## config.mk

```make
export PLATFORM = sky130hd
export DESIGN_NAME = addr_gen_regfile
export DESIGN_NICKNAME = d
export VERILOG_FILES = /design/src/rtl/agu_pkg.sv /design/src/rtl/agu_offset_ext.sv /design/src/rtl/addr_gen_regfile.sv
export SDC_FILE = /design/constraint.sdc
export NUM_CORES = 1
export LEC_CHECK = 0
export ABC_CLOCK_PERIOD_IN_PS = 3300
export BUFFER_PORTS_ARGS = -buffer_cell sky130_fd_sc_hd__buf_2
export CELL_PAD_IN_SITES_DETAIL_PLACEMENT = 1
export CELL_PAD_IN_SITES_GLOBAL_PLACEMENT = 1
export CORE_MARGIN = 5
export CORE_UTILIZATION = 42
export CTS_CLUSTER_DIAMETER = 50
export CTS_CLUSTER_SIZE = 14
export DETAILED_ROUTE_END_ITERATION = 12
export GPL_ROUTABILITY_DRIVEN = 0
export PLACE_DENSITY_LB_ADDON = 0.2
export SETUP_SLACK_MARGIN = 0.02
export SYNTH_ARGS = -nofsm -noshare
export SYNTH_HDL_FRONTEND = slang
export SYNTH_HIERARCHICAL = 1
export SYNTH_SLANG_ARGS = --single-unit
```

## constraint.sdc

```tcl
create_clock -name clk -period 3.3 [get_ports clk]
set_input_delay 0.33 -clock clk [delete_from_list [all_inputs] [get_ports clk]]
set_output_delay 0.33 -clock clk [all_outputs]
set_load 0.05 [all_outputs]
```

## src/rtl/agu_pkg.sv

```systemverilog
// Shared encodings for the CPU2908 address-generation unit: command opcodes,
// offset-extension modes and the byte-transfer state machine.
package agu_pkg;

  typedef enum logic [2:0] {
    OP_NOP     = 3'd0,
    OP_ADDR    = 3'd1,
    OP_POSTINC = 3'd2,
    OP_PREDEC  = 3'd3,
    OP_LOADB   = 3'd4,
    OP_STOREB  = 3'd5,
    OP_LEA     = 3'd6,
    OP_SETLIM  = 3'd7
  } op_e;

  typedef enum logic [1:0] {
    EXT_ZERO8 = 2'b00,
    EXT_SIGN8 = 2'b01,
    EXT_FULL  = 2'b10,
    EXT_NONE  = 2'b11
  } ext_e;

  typedef enum logic [1:0] {
    IDLE  = 2'd0,
    LOAD  = 2'd1,
    STORE = 2'd2
  } state_e;

endpackage

```

## src/rtl/agu_offset_ext.sv

```systemverilog
// Effective-address adder: base + extended offset + carry-in, modulo 2^AW.
// Shared by ADDR and LEA.
module agu_offset_ext
  import agu_pkg::*;
#(
  parameter int AW = 16
) (
  input  logic [1:0]    extMode,
  input  logic [AW-1:0] offset,
  input  logic [AW-1:0] base,
  input  logic          cyIn,
  output logic [AW-1:0] sum
);

  logic signed [AW-1:0] ext;

  always_comb begin
    ext = '0;
    case (ext_e'(extMode))
      EXT_ZERO8: ext = {{(AW-8){1'b0}}, offset[7:0]};
      EXT_SIGN8: ext = {{(AW-8){offset[7]}}, offset[7:0]};
      EXT_FULL:  ext = offset;
      default:   ext = '0;
    endcase
    sum = base + ext + {{(AW-1){1'b0}}, cyIn};
  end

endmodule

```

## src/rtl/addr_gen_regfile.sv

```systemverilog
// Address-register file and AGU: NREG x AW registers, byte-serial load/store,
// offset addressing and post-inc/pre-dec. Optional stack limit: AGU_STACK_LIMIT_EN.
module addr_gen_regfile
  import agu_pkg::*;
#(
  parameter int AW   = 16,
  parameter int NREG = 4
) (
  input  logic                    clk,
  input  logic                    nRST,
  input  logic                    cmdValid,
  output logic                    cmdReady,
  input  logic [2:0]              cmdOp,
  input  logic [$clog2(NREG)-1:0] cmdReg,
  input  logic [$clog2(NREG)-1:0] cmdDst,
  input  logic [1:0]              extMode,
  input  logic [AW-1:0]           offset,
  input  logic                    cyIn,
  input  logic                    stepWide,
  input  logic [7:0]              dataIn,
  output logic [AW-1:0]           addrOut,
  output logic                    addrValid,
  output logic [7:0]              dataOut,
  output logic                    dataValid,
  output logic                    err,
  output logic [AW-1:0]           spMon
);

  localparam int RW = $clog2(NREG);
  localparam int NB = AW / 8;
  localparam int BW = $clog2(NB);

  state_e          state_q;
  logic [BW-1:0]   beat_q;
  logic [RW-1:0]   ld_reg_q;
  logic [AW-1:0]   stage_q;
  logic [AW-1:0]   snap_q;
  logic [AW-1:0]   regs_q [NREG];
  logic [AW-1:0]   addr_q;
  logic            addrv_q;
  logic [7:0]      dout_q;
  logic            dval_q;
  logic            err_q;
`ifdef AGU_STACK_LIMIT_EN
  logic [AW-1:0]   limit_q;
`endif

  logic [AW-1:0]   base;
  logic [AW-1:0]   step;
  logic [AW-1:0]   inc;
  logic [AW-1:0]   dec;
  logic [AW-1:0]   sum;
  logic [AW-1:0]   stage_d;
  logic            last_beat;
  logic            pd_block;
  logic            accept;

  agu_offset_ext #(.AW(AW)) u_ext (
    .extMode (extMode),
    .offset  (offset),
    .base    (base),
    .cyIn    (cyIn),
    .sum     (sum)
  );

  always_comb begin
    base      = regs_q[cmdReg];
    step      = stepWide ? AW'(2) : AW'(1);
    inc       = base + step;
    dec       = base - step;
    stage_d   = stage_q;
    stage_d[{beat_q, 3'b000} +: 8] = dataIn;
    last_beat = (beat_q == BW'(NB-1));
    accept    = cmdValid && cmdReady;
`ifdef AGU_STACK_LIMIT_EN
    // Underflow past zero counts as a violation even when the wrapped value is above the limit.
    pd_block  = (cmdReg == RW'(NREG-1)) && ((base < step) || (dec < limit_q));
`else
    pd_block  = 1'b0;
`endif
  end

  always_ff @(posedge clk or negedge nRST) begin
    if (!nRST) begin
      state_q  <= IDLE;
      beat_q   <= '0;
      ld_reg_q <= '0;
      stage_q  <= '0;
      snap_q   <= '0;
      addr_q   <= '0;
      addrv_q  <= 1'b0;
      dout_q   <= '0;
      dval_q   <= 1'b0;
      err_q    <= 1'b0;
`ifdef AGU_STACK_LIMIT_EN
      limit_q  <= '0;
`endif
      for (int i = 0; i < NREG; i++) regs_q[i] <= '0;
    end else begin
      addrv_q <= 1'b0;
      dval_q  <= 1'b0;
      err_q   <= 1'b0;
      case (state_q)
        IDLE: if (accept) begin
          case (op_e'(cmdOp))
            OP_ADDR: begin
              addr_q  <= sum;
              addrv_q <= 1'b1;
            end
            OP_POSTINC: begin
              addr_q         <= base;
              addrv_q        <= 1'b1;
              regs_q[cmdReg] <= inc;
            end
            OP_PREDEC: begin
              if (pd_block) begin
                err_q <= 1'b1;
              end else begin
                addr_q         <= dec;
                addrv_q        <= 1'b1;
                regs_q[cmdReg] <= dec;
              end
            end
            OP_LEA: regs_q[cmdDst] <= sum;
            OP_LOADB: begin
              stage_q  <= stage_d;
              ld_reg_q <= cmdReg;
              beat_q   <= BW'(1);
              state_q  <= LOAD;
            end
            OP_STOREB: begin
              dout_q  <= base[7:0];
              dval_q  <= 1'b1;
              snap_q  <= base >> 8;
              beat_q  <= BW'(1);
              state_q <= STORE;
            end
`ifdef AGU_STACK_LIMIT_EN
            OP_SETLIM: limit_q <= offset;
`else
            OP_SETLIM: err_q <= 1'b1;
`endif
            default: ;
          endcase
        end
        LOAD: if (accept) begin
          // Any non-LOADB command mid-load is consumed as an abort.
          if (op_e'(cmdOp) == OP_LOADB && last_beat) begin
            regs_q[ld_reg_q] <= stage_d;
            stage_q          <= '0;
            beat_q           <= '0;
            state_q          <= IDLE;
          end else if (op_e'(cmdOp) == OP_LOADB) begin
            stage_q <= stage_d;
            beat_q  <= beat_q + BW'(1);
          end else begin
            err_q   <= 1'b1;
            stage_q <= '0;
            beat_q  <= '0;
            state_q <= IDLE;
          end
        end
        STORE: begin
          dout_q <= snap_q[7:0];
          dval_q <= 1'b1;
          snap_q <= snap_q >> 8;
          if (last_beat) begin
            beat_q  <= '0;
            state_q <= IDLE;
          end else begin
            beat_q <= beat_q + BW'(1);
          end
        end
        default: state_q <= IDLE;
      endcase
    end
  end

  assign cmdReady  = (state_q != STORE);
  assign addrOut   = addr_q;
  assign addrValid = addrv_q;
  assign dataOut   = dout_q;
  assign dataValid = dval_q;
  assign err       = err_q;
  assign spMon     = regs_q[NREG-1];

endmodule
```

# After elaboration in Yosys (flattened, before gate mapping)
# Index checks and enable logic that the tools add are counted.
dict set report op_classes {
  eq_ne 22
  shift 2
  addsub 6
  bitwise 3
  reduce_logical 20
  order_cmp 6
  muxes 60
}
# operator count
set ops {}
lappend ops {{$bwmux 64} 4}
lappend ops {{$mux 16} 12}
lappend ops {{$mux 64} 3}
lappend ops {{$pmux 64 s3} 1}
lappend ops {{$pmux 64 s2} 1}
lappend ops {{$demux 16 s2} 3}
lappend ops {{$pmux 16 s3} 2}
lappend ops {{$pmux 16 s2} 2}
lappend ops {{$bmux 16 s2} 1}
lappend ops {{$add 16x1->16} 1}
lappend ops {{$add 16x16->16} 1}
lappend ops {{$add 16x2->16} 1}
lappend ops {{$bwmux 16} 1}
lappend ops {{$mux 1} 16}
lappend ops {{$mux 8} 2}
lappend ops {{$pmux 8 s2} 1}
lappend ops {{$shift 8x6->16 const A} 1}
lappend ops {{$shiftx 8x6->16} 1}
lappend ops {{$sub 16x2->16} 1}
lappend ops {{$ne 2x2->1 const B} 7}
lappend ops {{$eq 3x3->1 const B} 4}
lappend ops {{$mux 2} 6}
lappend ops {{$reduce_and 5->1} 2}
lappend ops {{$ge 3x3->1 const B} 3}
lappend ops {{other kinds (24)} 42}
dict set report totals {
  inputBits 38
  output_inout_bits 44
  regBits 128
  word_cells 133
}

# Longest topological paths before layout
# Gate-level depths: netlist of run 1.
dict set report logic_depth {
  depth_word 10
  depth_mapped 17
  mapped_depth_nobuf 14
}

# Modules after synthesis
# Netlist of run 1, hierarchy kept.
# module instances cells_per_inst seq_area_each_um2 area_per_inst_um2
set by_module_without_submodules {}
lappend by_module_without_submodules {addr_gen_regfile 1 991 3002.9 8792.2}
lappend by_module_without_submodules {agu_offset_ext 1 138 0.0 988.4}

# Worst setup path after synthesis of run 1
# OpenSTA, ideal clock, no wires.
dict set report synth_path {
  kind {in2reg}
  startpoint {in cmdReg[1]}
  endpoint {reg regs_q (netlist bit spMon[14])}
  setup_ns 0.127
  path_buffers 3
  arrival_ns 3.674
  required_ns 3.173
  stages 17
  path_slack_ns -0.501
  cell_sequence {buf_4 -> buf_4 -> clkbuf_1 -> mux4_2 -> inv_1 -> fa_1 -> fa_1 -> nand2b_1 -> a21oi_1 -> o2111a_1 -> nor3_1 -> nand4b_1 -> nand2_1 -> o21ai_0 -> a211o_1 -> a221oi_1 -> nor2_1}
}
dict set report synth_between {
  elab_chain_len 10
  elab_cells_between_ends 19
  cone_classes {4 x add/sub; 2 x order compare; 11 x mux; 1 x bitwise; 1 x reduce/logical}
}
# item line
set synth_rtl {}
lappend synth_rtl {{from (decl)} addr_gen_regfile.sv:14} ;# input logic [$clog2(NREG)-1:0] cmdReg,
lappend synth_rtl {{$not 2->3 (implied by the code)} addr_gen_regfile.sv:67} ;# base = regs_q[cmdReg];
lappend synth_rtl {{$bmux 16 s2} addr_gen_regfile.sv:67}
lappend synth_rtl {{$mux 16 (implied by the code) (2 in a row)} addr_gen_regfile.sv:67}
lappend synth_rtl {{net base[0]} addr_gen_regfile.sv:48} ;# logic [AW-1:0] base;
lappend synth_rtl {{$add 16x16->16} agu_offset_ext.sv:25} ;# sum = base + ext + {{(AW-1){1'b0}}, cyIn};
lappend synth_rtl {{$add 16x1->16} agu_offset_ext.sv:25}
lappend synth_rtl {{net sum[14]} addr_gen_regfile.sv:52} ;# logic [AW-1:0] sum;
lappend synth_rtl {{$bwmux 64} addr_gen_regfile.sv:124} ;# OP_LEA: regs_q[cmdDst] <= sum;
lappend synth_rtl {{$pmux 64 s3} addr_gen_regfile.sv:105} ;# case (op_e'(cmdOp))
lappend synth_rtl {{$mux 64} addr_gen_regfile.sv:104} ;# IDLE: if (accept) begin
lappend synth_rtl {{$pmux 64 s2} addr_gen_regfile.sv:103} ;# case (state_q)
lappend synth_rtl {{to (signal, indexed assignment)} addr_gen_regfile.sv:113} ;# regs_q[cmdReg] <= inc;
lappend synth_rtl {{to (signal, indexed assignment)} addr_gen_regfile.sv:124}
lappend synth_rtl {{to (signal, indexed assignment)} addr_gen_regfile.sv:149} ;# regs_q[ld_reg_q] <= stage_d;
lappend synth_rtl {{to (decl)} addr_gen_regfile.sv:38} ;# logic [AW-1:0] regs_q [NREG];
# The timed path passes the listed nets, and every way through them passes these cells. The select of a mux whose other input is x is not followed.
# A chain may end at the register's enable or synchronous reset.

# Worst setup path after layout of run 1
dict set report layout_path {
  startpoint {reg regs_q[49] (netlist bit)}
  endpoint {reg regs_q[59] (netlist bit)}
}
dict set report layout_between {
  elab_chain_len 9
  elab_cells_between_ends 13
  cone_classes {4 x add/sub; 9 x mux}
}
# item line
set layout_rtl {}
lappend layout_rtl {{$bmux 16 s2 (*)} addr_gen_regfile.sv:67}
lappend layout_rtl {{$mux 16 (implied by the code) (*) (2 in a row)} addr_gen_regfile.sv:67}
lappend layout_rtl {{net base[1]} addr_gen_regfile.sv:48}
lappend layout_rtl {{$add 16x16->16} agu_offset_ext.sv:25}
lappend layout_rtl {{$add 16x1->16} agu_offset_ext.sv:25}
lappend layout_rtl {{$bwmux 64} addr_gen_regfile.sv:124}
lappend layout_rtl {{$pmux 64 s3 (*)} addr_gen_regfile.sv:105}
lappend layout_rtl {{$mux 64 (*)} addr_gen_regfile.sv:104}
lappend layout_rtl {{$pmux 64 s2 (*)} addr_gen_regfile.sv:103}
# Mark *: on every way through the listed nets, which the timed path passes. The rest lies on a longest branch. The select of a mux whose other input is x is not followed.

==> results of run 1 <==
-- cells by family (layout without fill, tap and decap cells) --
kind of cell	count (synthesis)	count (layout)	synth area share
XOR/XNOR	43	43	0.0450
multiplexers	56	56	0.0791
AND/OR/NAND/NOR	329	329	0.167
flip-flops	120	120	0.307
buffers and inverters	129	310	0.0669
adder cells (fa/ha/maj)	25	25	0.0351
AO/OA/AOI/OAI	427	427	0.300
-- stage by stage --
step,instances,TNS [ns],hold slack (ns),util
6_report,1623,-0.0360,0.155,0.536
5_1_grt,1623,-0.114,0.173,0.536
4_1_cts,1617,-0.00285,0.154,0.524
3_5_place_dp,1584,-6.91,0.293,0.498
3_3_place_gp,1584,-4.32,0.289,0.498
2_1_floorplan,1129,-0.0744,0.0344,-
-- routing by layer --
metal | global-route usage | share of wire
met1 | 0.454 | 0.39
met4 | 0.210 | 0.071
met3 | 0.104 | 0.11
met5 | 0 | 0
met2 | 0.519 | 0.43
-- cells in the final DEF, fill, tap and decap left out, types with 8 or more instances in the layout --
cell         n
dfrtp_1    120
and2_1       9
a21oi_1     77
buf_4      166
a22oi_1     32
a211oi_1    10
o21ai_0     96
a221o_1      8
a222oi_1    21
nor3_1      57
nand3_1     16
a21o_1      18
nor2b_1     17
a221oi_1    29
nand2b_1    12
xnor2_1     21
a221oi_2     8
ha_1        12
inv_1       25
mux2i_1     33
a22o_1      25
nand2_1    102
xor2_1      12
mux4_2      16
o21ai_1     18
nor2_1      69
buf_2       79
o21a_1      14
clkbuf_16   17
-- what timing repair did --
action / 4_1_cts / 5_1_grt
pin swaps: 0 / 14
setup buffers: 0 / 6
setup endpoints to repair: 7 / 33
gates resized for setup: 2 / 40
hold buffers: 1 / 0
hold endpoints to repair: 26 / 0
-- state kept, by name, indices dropped and copies added (netlist names), 2 cells and up --
name / count
regs_q: 48
dataOut: 8
stage_q: 16
state_q: 2
addrOut: 16
ld_reg_q: 2
spMon: 16
snap_q: 8
-- worst register-to-register path: cells and delay by family, from the launching register on --
family / cells / cell delay (ns)
multiplexers: 1 / 0.61
AND/OR/NAND/NOR: 2 / 0.70
buffers and inverters: 1 / 0.19
XOR/XNOR: 1 / 0.17
flip-flops: 1 / 0.43
AO/OA/AOI/OAI: 4 / 0.85
adder cells (fa/ha/maj): 1 / 0.22
-- how the worst min path moves through the flow --
| stage | endpoint | slack, ns | cells after the start |
|---|---|---|---|
| 6_report | dataValid | 0.16 | 3 |
| 3_3_place_gp | dataOut[0] | 0.29 | 1 |
| 3_5_place_dp | dataOut[2] | 0.29 | 1 |
| 4_1_cts | dataValid | 0.15 | 3 |
| 5_1_grt | dataValid | 0.17 | 3 |
| 2_1_floorplan | addrOut[0] | 0.03 | 0 |
-- layout make-up --
type,count,area [um^2]
Fill cell,2666,10600
Multi-Input combinational cell,880,6410
Sequential cell,120,3000
Timing Repair Buffer,251,1720
Clock buffer,18,439
Tap cell,313,392
Clock inverter,14,140
Inverter,27,101
-- report_power, final --
group | internal [uW] | switching, uW | total [uW]
clock network | 1070 | 844 | 1920
logic | 2820 | 5090 | 7900
registers | 2080 | 551 | 2630
==> results.cfg, run 1 <==
[worst_setup_path]
required_ns = 3.58
crit_buf_inv = 1
regToRegStartpoint = regs_q[49]
crit_type = reg -> reg
crit_chain = mux4_2 > buf_4 > ha_4 > nor2b_4 > o2111ai_4 > or4_4 > xnor2_2 > a22o_1 > a222oi_1 > o21ai_1
cp_slowest_stage_delay_ns = 0.61
cp-startpoint = regs_q[49]
crit_path_start_kind = register
endpoint = regs_q[59]
critical_path_depth = 10
critPathMaxFanout = 6
cp_data_arrival_time_ns = 3.61
rr_endpoint = regs_q[59]
reg2reg_depth = 10
cp_top_family = compound AO/OA/AOI/OAI gates
slowest_stage = mux4_2
reg2reg_slack_ns = -0.04
cp-end-kind = register

[sta]
setup_violations = 1
tightestPinTransition_ns = 1.08
final-hold-violation-count = 0
worst_slew_margin_rel = 0.277
rsz0062_at_grt = yes
fin_ws_ns = -0.0360
finalClockSkew_ns = 0.0136
slew_viol_final = 0
finalCritPeriodShare = 1.01
final.min_clock_period_ns = 3.34
fmax_ghz = 0.300

[clock_tree]
clkLatencyLatePin_ns = 0.44
htreeDepth = 4
clkTransAtPathRegs_ns = 0.06
clk_path_buf_depth = 2
root_buffer = clkbuf_16
cts_tree = done
cts_made_buffers = 17
cts_sinks = 120

[synthesis]
synth-seq-cells = 120
synth.distinct_cells = 84
ys_async_sr_fraction = 1.00
ys.flop_type = dfrtp_1
syn-cell-area_mm2 = 0.00978
synth_commonest_cells = dfrtp_1, nand2_1, o21ai_0
synth_top_cell_area_share = 0.307
synth.most_common_cell = dfrtp_1
synth_edf_count = 0
synth_nets = 1192
yosysSeqAreaShare = 0.307
synth_area_leaders = dfrtp_1, o21ai_0, a21oi_1
synthCells = 1129
ys.warnings.count = 6
yosys.area.top_type = dfrtp_1
avgSynthCellArea_um2 = 8.66

[pwr]
finalPower_uw = 12500
p_per_area_mw_per_mm2 = 1020
vdd_drop_max_mv = 0.542
p_leak_uw = 0.00528

[floorplanning]
start_util = 0.429
ioPinCount = 82
fp.dieH_um = 163
die_w_um = 163
core_mm2 = 0.0228
dieArea_mm2 = 0.0264
rows = 55

[drt]
drcViolationCount = 0
first_pass_iters = 9
drtIter0Drc = 1533
ant_nets = 0
wirelength_um = 47200
viasPerCell = 6.83
dr_total_vias = 11100
wl_per_cell_um = 29.1

[layout]
final_layout_size_suffix_gt1_frac = 0.289
diodes = 0
final_net_count = 1360
fin_area_mm2 = 0.0122
area_growth_pct = 24.8

[global_routing]
antenna_found_initial = 0
overflow = 0
grt_pass1_wl_um = 70300
grtUsageTotal = 0.351
grt_max_degree = 61
first_global_vias = 11300

[place]
place_ws_ns = -0.352
place_area_mm2 = 0.0113
place_hpwl_um = 33800
port_buffers = 81

[min_path]
hold_start = cmdValid
hold_class = in -> reg

[job]
drv_cap = 0

[status]
violations = negative setup slack
status = complete, but fails checks
(Power assumes the default switching activity.)
==> inputs of run 2 (changes only) <==
Settings changed: CORE_MARGIN 5 to unset, CORE_UTILIZATION 42 to 43, CTS_BUF_LIST set to sky130_fd_sc_hd__clkbuf_4 sky130_fd_sc_hd__clkbuf_8.
==> run 2 against run 1 <==
Effect of this change:
- the flow finishes with violations (design-rule violations)
- largest power group unchanged
- clock-buffer cell count did not move
- cell area fell by 2.7%
- largest cell class unchanged
- final cell count fell by 2.5%
==> results.cfg, run 2 (same netlist as run 1, synthesis figures left out) <==
[place]
place_hpwl_um = 32700
dp_cells = 1547
place_ws_ns = -0.376
port_buffers = 81
place_area_mm2 = 0.0113

[worst_setup_path]
crit_chain = mux4_2 > ha_1 > a21o_1 > buf_4 > a21oi_1 > a21oi_4 > a221o_1 > xnor2_1 > buf_4 > a211oi_1 > a32oi_1
slowest_stage = mux4_2
cp-end-kind = register
required_ns = 3.58
crit_type = reg -> reg
crit_path_start_kind = register
reg2reg_slack_ns = 0.05
critPathMaxFanout = 5
crit_buf_inv = 2
cp_slowest_stage_delay_ns = 0.58
cp_data_arrival_time_ns = 3.53
cp_top_family = compound AO/OA/AOI/OAI gates
cpMostUsedCell = buf_4

[layout]
largest_register_ffs = 48
area_growth_pct = 21.5
final_net_count = 1352
regMostFlops = regs_q
final_layout_size_suffix_gt1_frac = 0.279
layout_common_cells = buf_4, dfrtp_1, nand2_1, o21ai_0, buf_2
nFillCells = 2599
fin_area_mm2 = 0.0119
layout_commonest_cell = buf_4
utilization = 0.538
diodes = 0
stdcell_count = 1582

[sta]
finalCritPeriodShare = 0.984
rsz0062_at_grt = yes
setup_tns_ns = 0
fmax_ghz = 0.308
final-hold-violation-count = 0
fin_ws_ns = 0.0529
final.min_clock_period_ns = 3.25
tightestPinTransition_ns = 1.19
worst_slew_margin_rel = 0.200
finalClockSkew_ns = 0.0182
slew_viol_final = 0
setup_violations = 0

[drt]
drcViolationCount = 3
wl_per_cell_um = 28.4
ant_nets = 0
dr_total_vias = 11000
wirelength_um = 45000
drtIter0Drc = 1357
first_pass_iters = 11
viasPerCell = 6.93

[clock_tree]
clkLatencyLatePin_ns = 0.47
htreeDepth = 4
clkTransAtPathRegs_ns = 0.08
cts_made_buffers = 17
cts_tree = done
clk_path_buf_depth = 2
cts_sinks = 120
root_buffer = clkbuf_8

[global_routing]
overflow = 0
first_global_vias = 11100
grt_max_degree = 58
antenna_found_initial = 1
grtUsageTotal = 0.383
grt_pass1_wl_um = 67900

[floorplanning]
core_mm2 = 0.0221
fp.dieH_um = 153
start_util = 0.443
rows = 54
die_w_um = 153
ioPinCount = 82
dieArea_mm2 = 0.0234

[pwr]
p_leak_uw = 0.00517
p_per_area_mw_per_mm2 = 999
vdd_drop_max_mv = 0.488

[job]
drv_cap = 0

[status]
violations = design-rule violations
status = complete, but fails checks

[min_path]
hold_class = in -> reg
==> run 2: repair_timing <==
item | in CTS | in global routing
pin swaps | 0 | 7
resized for setup | 3 | 29
setup endpoints to repair | 5 | 30
hold endpoints to repair | 30 | 0
buffers inserted | 0 | 2
hold buffers | 1 | 0
==> run 2: power by group <==
group | switching (uW) | leakage (uW) | internal (uW) | total [uW]
sequential | 557 | 0.00153 | 2080 | 2640
combinational | 4970 | 0.00344 | 2770 | 7740
clock | 728 | 0.000199 | 761 | 1490
==> run 2: path summary, 6_finish.rpt <==
path / startpoint / depth (start not counted) / endpoint
max: spMon[6] / 11 / regs_q[31]
min: dataIn[7] / 3 / stage_q[7]
max reg2reg: spMon[6] / 11 / regs_q[31]
min reg2reg: stage_q[8] / 2 / stage_q[8]
max in group asynchronous: nRST / 3 / regs_q[27]
min in group asynchronous: nRST / 2 / dataOut[2]
==> run 2: worst min-delay path: cells and delay by family <==
family                 cells  cell delay [ns]
AO/OA/AOI/OAI              2             0.13
buffers and inverters      1             0.11
==> run 2: routing by layer <==
metal | GRT usage | wire length, um | part of all wire | vias up
li1 | - | - | - | 4582
met1 | 0.499 | 17800 | 0.40 | 5394
met2 | 0.578 | 19600 | 0.44 | 780
met3 | 0.0868 | 4530 | 0.10 | 206
met4 | 0.238 | 2950 | 0.066 | 2
met5 | 0 | 12 | 0.00027 | -
==> run 2: final cells by class <==
type                    instances  area, um^2  area share
multi-input cells             880        6350       0.534
clock inverters                14         174      0.0146
clock buffers                  18         241      0.0203
repair buffers                243        1660       0.140
inverters                      27         101     0.00853
well taps                     280         350      0.0295
flip-flops and latches        120        3010       0.253
==> run 2: stage by stage <==
step	hold WS, ns	power, uW
global route	0.173	12300
floorplan	0.0344	7110
global placement	0.306	9680
finish	0.147	11900
detailed placement	0.312	9890
CTS	0.140	11400
